File: config.mk
export PLATFORM = sky130hd
export DESIGN_NAME = fetch_unit
export DESIGN_NICKNAME = d
export VERILOG_FILES = /design/src/rtl/cpu_pkg.sv /design/src/rtl/fetch_next_pc.sv /design/src/rtl/fetch_unit.sv
export SDC_FILE = /design/constraint.sdc
export NUM_CORES = 1
export LEC_CHECK = 0
export CORE_MARGIN = 8
export CORE_UTILIZATION = 47
export DETAILED_ROUTE_END_ITERATION = 7
export MAX_ROUTING_LAYER = met4
export PLACE_DENSITY = 0.79
export SETUP_SLACK_MARGIN = 0.1
export SLEW_MARGIN = 20
export SYNTH_ARGS = -nofsm -noshare
export SYNTH_HDL_FRONTEND = slang
export SYNTH_HIERARCHICAL = 1
export SYNTH_SLANG_ARGS = --single-unit
File: constraint.sdc
create_clock -name clk -period 9.1 [get_ports clk]
set_input_delay 0.91 -clock clk [delete_from_list [all_inputs] [get_ports clk]]
set_output_delay 0.91 -clock clk [all_outputs]
set_load 0.03 [all_outputs]
File: src/rtl/cpu_pkg.sv
// Shared CPU definitions: datapath widths, instruction fields and fetch FSM states.
package cpu_pkg;

  localparam int unsigned ADDR_W  = 8;
  localparam int unsigned INSTR_W = 8;

  localparam logic [1:0] OPC_JUMP = 2'b11;

  localparam int unsigned OPC_HI = 7;
  localparam int unsigned OPC_LO = 6;
  localparam int unsigned IMM_HI = 5;
  localparam int unsigned IMM_LO = 0;

  typedef enum logic [1:0] {
    RUN,
    DRAIN,
    DONE
  } fetch_state_t;

  function automatic logic [ADDR_W-1:0] sext_imm(logic [IMM_HI:IMM_LO] imm);
    return {{(ADDR_W - IMM_HI - 1){imm[IMM_HI]}}, imm};
  endfunction

endpackage

File: src/rtl/fetch_next_pc.sv
// Sequential/jump next-pc computation for the fetch stage; arithmetic wraps mod 256.
module fetch_next_pc
  import cpu_pkg::*;
(
  input  logic [ADDR_W-1:0]  pc,
  input  logic [INSTR_W-1:0] instr,
  output logic [ADDR_W-1:0]  next_pc,
  output logic               is_self_jump
);

  always_comb begin
    next_pc = pc + ADDR_W'(1);
    if (instr[OPC_HI:OPC_LO] == OPC_JUMP) begin
      next_pc = pc + ADDR_W'(1) + sext_imm(instr[IMM_HI:IMM_LO]);
    end
    // A jump onto itself is the program's halt idiom.
    is_self_jump = (next_pc == pc);
  end

endmodule

File: src/rtl/fetch_unit.sv
// PC/fetch stage: drives imem, buffers one instruction for the decoder, resolves local jumps,
// honours execute-stage redirects and stops at the end of the program.
module fetch_unit
  import cpu_pkg::*;
#(
  parameter int unsigned PROG_LEN = 11,
  parameter int unsigned CNT_W    = 8
) (
  input  logic               clk,
  input  logic               clear,
  output logic [ADDR_W-1:0]  imem_addr,
  input  logic [INSTR_W-1:0] imem_instr,
  output logic               out_valid,
  input  logic               out_ready,
  output logic [INSTR_W-1:0] out_instr,
  output logic [ADDR_W-1:0]  out_pc,
  input  logic               redirect,
  input  logic [ADDR_W-1:0]  redirect_pc,
  output logic               done,
  output logic [CNT_W-1:0]   fetch_count
);

  fetch_state_t       state_q, state_d;
  logic [ADDR_W-1:0]  pc_q, pc_d;
  logic               valid_q, valid_d;
  logic [INSTR_W-1:0] instr_q, instr_d;
  logic [ADDR_W-1:0]  opc_q, opc_d;
  logic [CNT_W-1:0]   cnt_q, cnt_d;

  logic [ADDR_W-1:0] next_pc;
  logic              is_self_jump;
  logic              accept;
  logic              handshake;
  logic              in_prog;

  fetch_next_pc u_next_pc (
    .pc           (pc_q),
    .instr        (imem_instr),
    .next_pc      (next_pc),
    .is_self_jump (is_self_jump)
  );

  assign accept    = !valid_q || out_ready;
  assign handshake = valid_q && out_ready;
  assign in_prog   = 32'(pc_q) < PROG_LEN;

  always_comb begin
    state_d = state_q;
    pc_d    = pc_q;
    valid_d = valid_q && !out_ready;
    instr_d = instr_q;
    opc_d   = opc_q;
    cnt_d   = cnt_q;

    if (handshake && (cnt_q != {CNT_W{1'b1}})) begin
      cnt_d = cnt_q + CNT_W'(1);
    end

    unique case (state_q)
      RUN: begin
        if (!in_prog) begin
          state_d = DRAIN;
        end else if (accept) begin
          instr_d = imem_instr;
          opc_d   = pc_q;
          valid_d = 1'b1;
          pc_d    = next_pc;
          if (is_self_jump) begin
            state_d = DRAIN;
          end
        end
      end
      DRAIN: begin
        if (!valid_q || handshake) begin
          state_d = DONE;
        end
      end
      DONE: begin
        valid_d = 1'b0;
      end
      default: state_d = RUN;
    endcase

    // Redirect overrides everything, including a capture or handshake this cycle.
    if (redirect) begin
      pc_d    = redirect_pc;
      valid_d = 1'b0;
      state_d = RUN;
    end
  end

  always_ff @(posedge clk or negedge clear) begin
    if (!clear) begin
      state_q <= RUN;
      pc_q    <= '0;
      valid_q <= 1'b0;
      instr_q <= '0;
      opc_q   <= '0;
      cnt_q   <= '0;
    end else begin
      state_q <= state_d;
      pc_q    <= pc_d;
      valid_q <= valid_d;
      instr_q <= instr_d;
      opc_q   <= opc_d;
      cnt_q   <= cnt_d;
    end
  end

  assign imem_addr   = pc_q;
  assign out_valid   = valid_q;
  assign out_instr   = instr_q;
  assign out_pc      = opc_q;
  assign done        = (state_q == DONE);
  assign fetch_count = cnt_q;

endmodule

Word-level counts from Yosys, hierarchy flattened
Index checks and enable logic that the tools add are counted.

Bits of input ports: 20. Register bits: 35. Output and inout bits: 34.

$add $sub $neg: 3. $lt $le $gt $ge: 1. Equal/unequal tests: 9. Multiplexer cells: 15. Reductions and logical operators: 14.

Operators by type and width (number): two-way mux 8 bit (5); adder 8 x 1 -> 8 bit, second input constant (2); two-way mux 2 bit (5); adder 8 bit (1); equality test 8 bit (1); less-than comparator 8 x 4 -> 1 bit, second input constant (1); inequality test 4 bit, second input constant (2); inequality test 8 bit, second input constant (1); case mux 2 bit (3 select lines) (1); AND reduction 3 bit (2); nonzero test 2 bit (3); equality test 2 bit, second input constant (2); AND reduction 4 bit (1); logical AND 1 bit (3); two-way mux 1 bit (3); inequality test 3 bit, second input constant (1); equality test 2 x 1 -> 1 bit, second input constant (1); zero test 1 bit (2); zero test 2 bit (1); logical OR 1 bit (2); inequality test 2 bit, second input constant (1); case mux 1 bit (2 select lines) (1).

Logic depth before layout (Yosys ltp)
Word-level depth: 9. Depth in mapped cells: 12. Gate-level depth less buffers: 12.

By module
Netlist, hierarchy kept.

Modules (own cells, without submodules): fetch_unit (area an instance 1575.3 um2, instances 1, cells an instance 119, sequential area each 875.8 um2); fetch_next_pc (area an instance 805.8 um2, instances 1, cells an instance 104, sequential area each 0.0 um2).

Worst setup path before layout
Ideal clock, no wire load.

Kind: flip-flop to flip-flop. Start: reg pc_q[0], in the netlist imem_addr[0]. End: reg state_q[0]. Cell stages (with the launch flop): 13. Arrival: 3.143 ns. Setup time: 0.125 ns. Clock period less this slack: 3.268 ns. Slack: 5.832 ns. Path through: dfrtp_1 > ha_1 > nand3_1 > xnor2_1 > ha_1 > buf_4 > and3_1 > a221oi_1 > xnor2_1 > mux2i_1 > a2111oi_2 > a21boi_0 > a2111oi_0.

Cells in the longest elaborated chain, start to end: 6.

Ends and longest elaborated chain: start: declaration (RTL line fetch_unit.sv:24) `logic [ADDR_W-1:0] pc_q, pc_d;`; start signal: assignment (RTL line fetch_unit.sv:102) `pc_q <= pc_d;`; adder 8 x 1 -> 8 bit (RTL line fetch_next_pc.sv:12, fetch_next_pc.sv:14); adder 8 bit (RTL line fetch_next_pc.sv:14) `next_pc = pc + ADDR_W'(1) + sext_imm(instr[IMM_HI:IMM_LO]);`; two-way mux 8 bit (RTL line fetch_next_pc.sv:13) `if (instr[OPC_HI:OPC_LO] == OPC_JUMP) begin`; equality test 8 bit * (RTL line fetch_next_pc.sv:17) `is_self_jump = (next_pc == pc);`; net is_self_jump (RTL line fetch_unit.sv:31) `logic is_self_jump;`; inequality test 4 bit (no source line) *; AND reduction 4 bit (no source line) *; end signal: assignment (RTL line fetch_unit.sv:101) `state_q <= state_d;`; end: declaration (RTL line fetch_unit.sv:23) `fetch_state_t state_q, state_d;`.

Mark *: on every way through the listed nets, which the timed path passes. The rest lies on a longest branch. A chain may end at the register's enable or synchronous reset.

Worst setup path in the final report
Start: in imem_instr[0]. End: reg state_q[0].

Cells in the longest elaborated chain, start to end: 5.

Ends and longest elaborated chain: start: declaration (RTL line fetch_unit.sv:12) `input logic [INSTR_W-1:0] imem_instr,`; adder 8 bit (RTL line fetch_next_pc.sv:14); two-way mux 8 bit (RTL line fetch_next_pc.sv:13); equality test 8 bit (RTL line fetch_next_pc.sv:17); net is_self_jump (RTL line fetch_unit.sv:31); inequality test 4 bit (no source line); AND reduction 4 bit (no source line).

The timed path passes the listed nets, and every way through them passes these cells.

==> impl_metrics.json <==
{
  "synthToLayoutAreaGrowth_pct": 28.32,
  "postCtsSetupBuffers": 0,
  "die_area_sq_mm": 0.007599,
  "power_frac_comb_pct": 49.4,
  "grt_pass1_wl_um": 9163,
  "cap_violations": 0,
  "grt_max_degree": 36,
  "htreeDepth": 2,
  "clockPowerShare_pct": 18.1,
  "skew_ns": 0.01112,
  "drtIter0Drc": 122,
  "vias": 1886,
  "hp-class": "register to register",
  "slew_violations": 0,
  "wl_per_cell_um": 16.26,
  "worstPathArrival_ns": 3.76,
  "dr.pass1.iters": 7,
  "r2r_slack_ns": 5.53,
  "clock_sinks": 35,
  "syn_area_per_cell_sq_um": 10.68,
  "fp.dieW_um": 87.18,
  "cts_hold_buffers": 0,
  "clk_latency_ns": 0.29,
  "rsz0062_at_grt": "false",
  "dp_hpwl_um": 4279,
  "cts_resized": 0,
  "start_util_pct": 47.53,
  "rr_startpoint": "imem_addr[0]",
  "total_power_mw": 0.6842,
  "grt_pass1_vias": 1901,
  "internal_power_mw": 0.4115,
  "syn_area_sq_mm": 0.002381,
  "clk_pin_slew_worst_paths_ns": 0.08,
  "grt_overflow": 0,
  "die_height_um": 87.18,
  "min_period_over_period_pct": 39.56,
  "drt-total-wl_um": 5643,
  "start_kind": "input port",
  "routabilityCongestion": 0.9709,
  "gr-usage-all-layers_pct": 15.89,
  "ys_warn_count": 6,
  "r2r-end": "state_q[0]",
  "nNetsFinal": 307,
  "ioPinCount": 54,
  "fmax_mhz": 277.8,
  "syn_nets": 254,
  "worstHoldStart": "state_q[1]",
  "synthArstFlopShare_pct": 100.0,
  "path_class": "input port to register",
  "outcome": "completed",
  "swShare_pct": 39.86,
  "final_antenna_net_count": 0,
  "synth_edf_count": 0,
  "yosysSeqAreaShare_pct": 36.78,
  "num_antenna_cells": 0,
  "nFillCells": 469,
  "syn_inst": 223,
  "setup_viol": 0,
  "min_to": "state_q[0]",
  "antenna_found_initial": 0,
  "cp.required_ns": 9.26,
  "setup-tns-final_ns": 0,
  "synth-main-ff-cell": "dfrtp_1",
  "power_frac_seq_pct": 32.5,
  "end_kind": "register",
  "switching_power_mw": 0.2727,
  "clock_tree.buffer_depth": 2,
  "cts-buffers-inserted": 5,
  "rows": 26,
  "port_buffers": 53,
  "synth_cell_types": 51,
  "cts_root_buf": "clkbuf_8",
  "reg2reg_depth": 11,
  "p_leak_nw": 1.388,
  "period_needed_ns": 3.600,
  "finalHoldViolCount": 0,
  "routed_via_density": 5.435,
  "ir_worst_vdd_mv": 0.1142,
  "synth-seq-cells": 35,
  "tightest_slew_ns": 0.8945,
  "drc": 0,
  "hold_depth": 1,
  "max_slew_margin_pct": 40.18,
  "cts_tree": "done",
  "pwr_density_cell_mw_per_mm2": 223.9,
  "drive_gt1_share_pct": 12.64,
  "crit_path_max_fanout": 3,
  "core_region_area_sq_mm": 0.005010
}
critical path, stage by stage:
cell and delay, ns:
clkdlybuf4s50_1 0.48, ha_1 0.20, inv_1 0.07, fa_1 0.39, nand2b_1 0.20, o2bb2ai_1 0.17
xnor3_1 0.19, a2111o_1 0.43, a2111oi_2 0.21, a21boi_0 0.13, a2111oi_0 0.39
state kept, by name, summed over array words and instances, names as in the netlist:
name,count
out_valid,1
out_instr,8
fetch_count,8
out_pc,8
imem_addr,8
state_q,2
area by class of cell:
class | instances | area, sq um | area share, %
clock buffers | 6 | 82.58 | 2.703
clock inverters | 2 | 16.27 | 0.5324
repair buffers | 53 | 525.5 | 17.20
inverters | 5 | 18.77 | 0.6143
flip-flops and latches | 35 | 875.8 | 28.67
multi-input cells | 176 | 1449 | 47.42
well taps | 70 | 87.58 | 2.867
metal layers:
metal / up-vias / track usage, % / wire, um
li1: 914 / - / -
met1: 899 / 19.68 / 2597
met2: 62 / 23.73 / 2576
met3: 11 / 3.679 / 332
met4: 0 / 7.969 / 136
met5: - / - / 0
power groups by stage:
stage	Combinational (mW)	Clock, mW	Sequential (mW)
6_report	0.338	0.124	0.222
5_1_grt	0.360	0.132	0.227
4_1_cts	0.340	0.127	0.223
3_5_place_dp	0.338	0	0.226
3_3_place_gp	0.332	0	0.225
2_1_floorplan	0.154	0	0.289
placed cells by master (no fill, tap or decap), types with 5 or more instances in the layout:
master           count
a21oi_1              7
and2_1               5
clkbuf_8             6
clkdlybuf4s50_1     52
dfrtp_1             35
ha_1                10
inv_1                5
mux2_2               6
mux2_4               8
mux2i_1             19
nand2_1             13
nand2b_1             7
nor2_1              20
xnor2_1              8
xor2_1              10
through the flow:
stage	setup slack [ns]	cells	hold slack (ns)	cell area [sq um]	utilization (%)
detailed placement	5.116	339	0.4702	2957	59.02
finish	5.500	347	0.4717	3055	60.99
global placement	5.302	339	0.4521	2957	59.02
CTS	5.486	347	0.4778	3055	60.99
floorplan	5.832	223	0.4334	2381	-
global route	5.304	347	0.4993	3055	60.99
Yosys cell counts (4+ instances only):
cell type	number	area (sq um)
dfrtp_1	35	875.8
nor2_1	20	75.07
mux2i_1	19	190.2
nand2_1	13	48.80
ha_1	10	125.1
xor2_1	10	87.58
mux2_4	8	120.1
xnor2_1	8	70.07
a21oi_1	7	35.03
nand2b_1	7	43.79
mux2_2	6	67.56
and2_1	5	31.28
clkbuf_1	5	18.77
inv_1	5	18.77
and3_1	4	25.02
nand3_1	4	20.02
o21ai_0	4	20.02
o21ai_1	4	20.02
kinds of logic after synthesis:
family                   after synthesis  synth area share (%)
XOR/XNOR                              20                 8.513
buffers and inverters                 12                 2.365
AND/OR/NAND/NOR                       73                 16.66
AO/OA/AOI/OAI                         39                 13.72
adder cells (fa/ha/maj)               11                 6.096
multiplexers                          33                 15.87
flip-flops                            35                 36.78
worst max path at each step:
stage             startpoint         end  slack (ns)  cells after the start
2_1_floorplan   imem_addr[0]  state_q[0]        5.83                     12
3_3_place_gp   imem_instr[0]  state_q[0]        5.30                     11
6_report       imem_instr[0]  state_q[0]        5.50                     11
3_5_place_dp   imem_instr[0]  state_q[0]        5.12                     11
5_1_grt         imem_addr[0]  state_q[0]        5.30                     11
4_1_cts        imem_instr[0]  state_q[0]        5.49                     11
(Power assumes the default switching activity.)
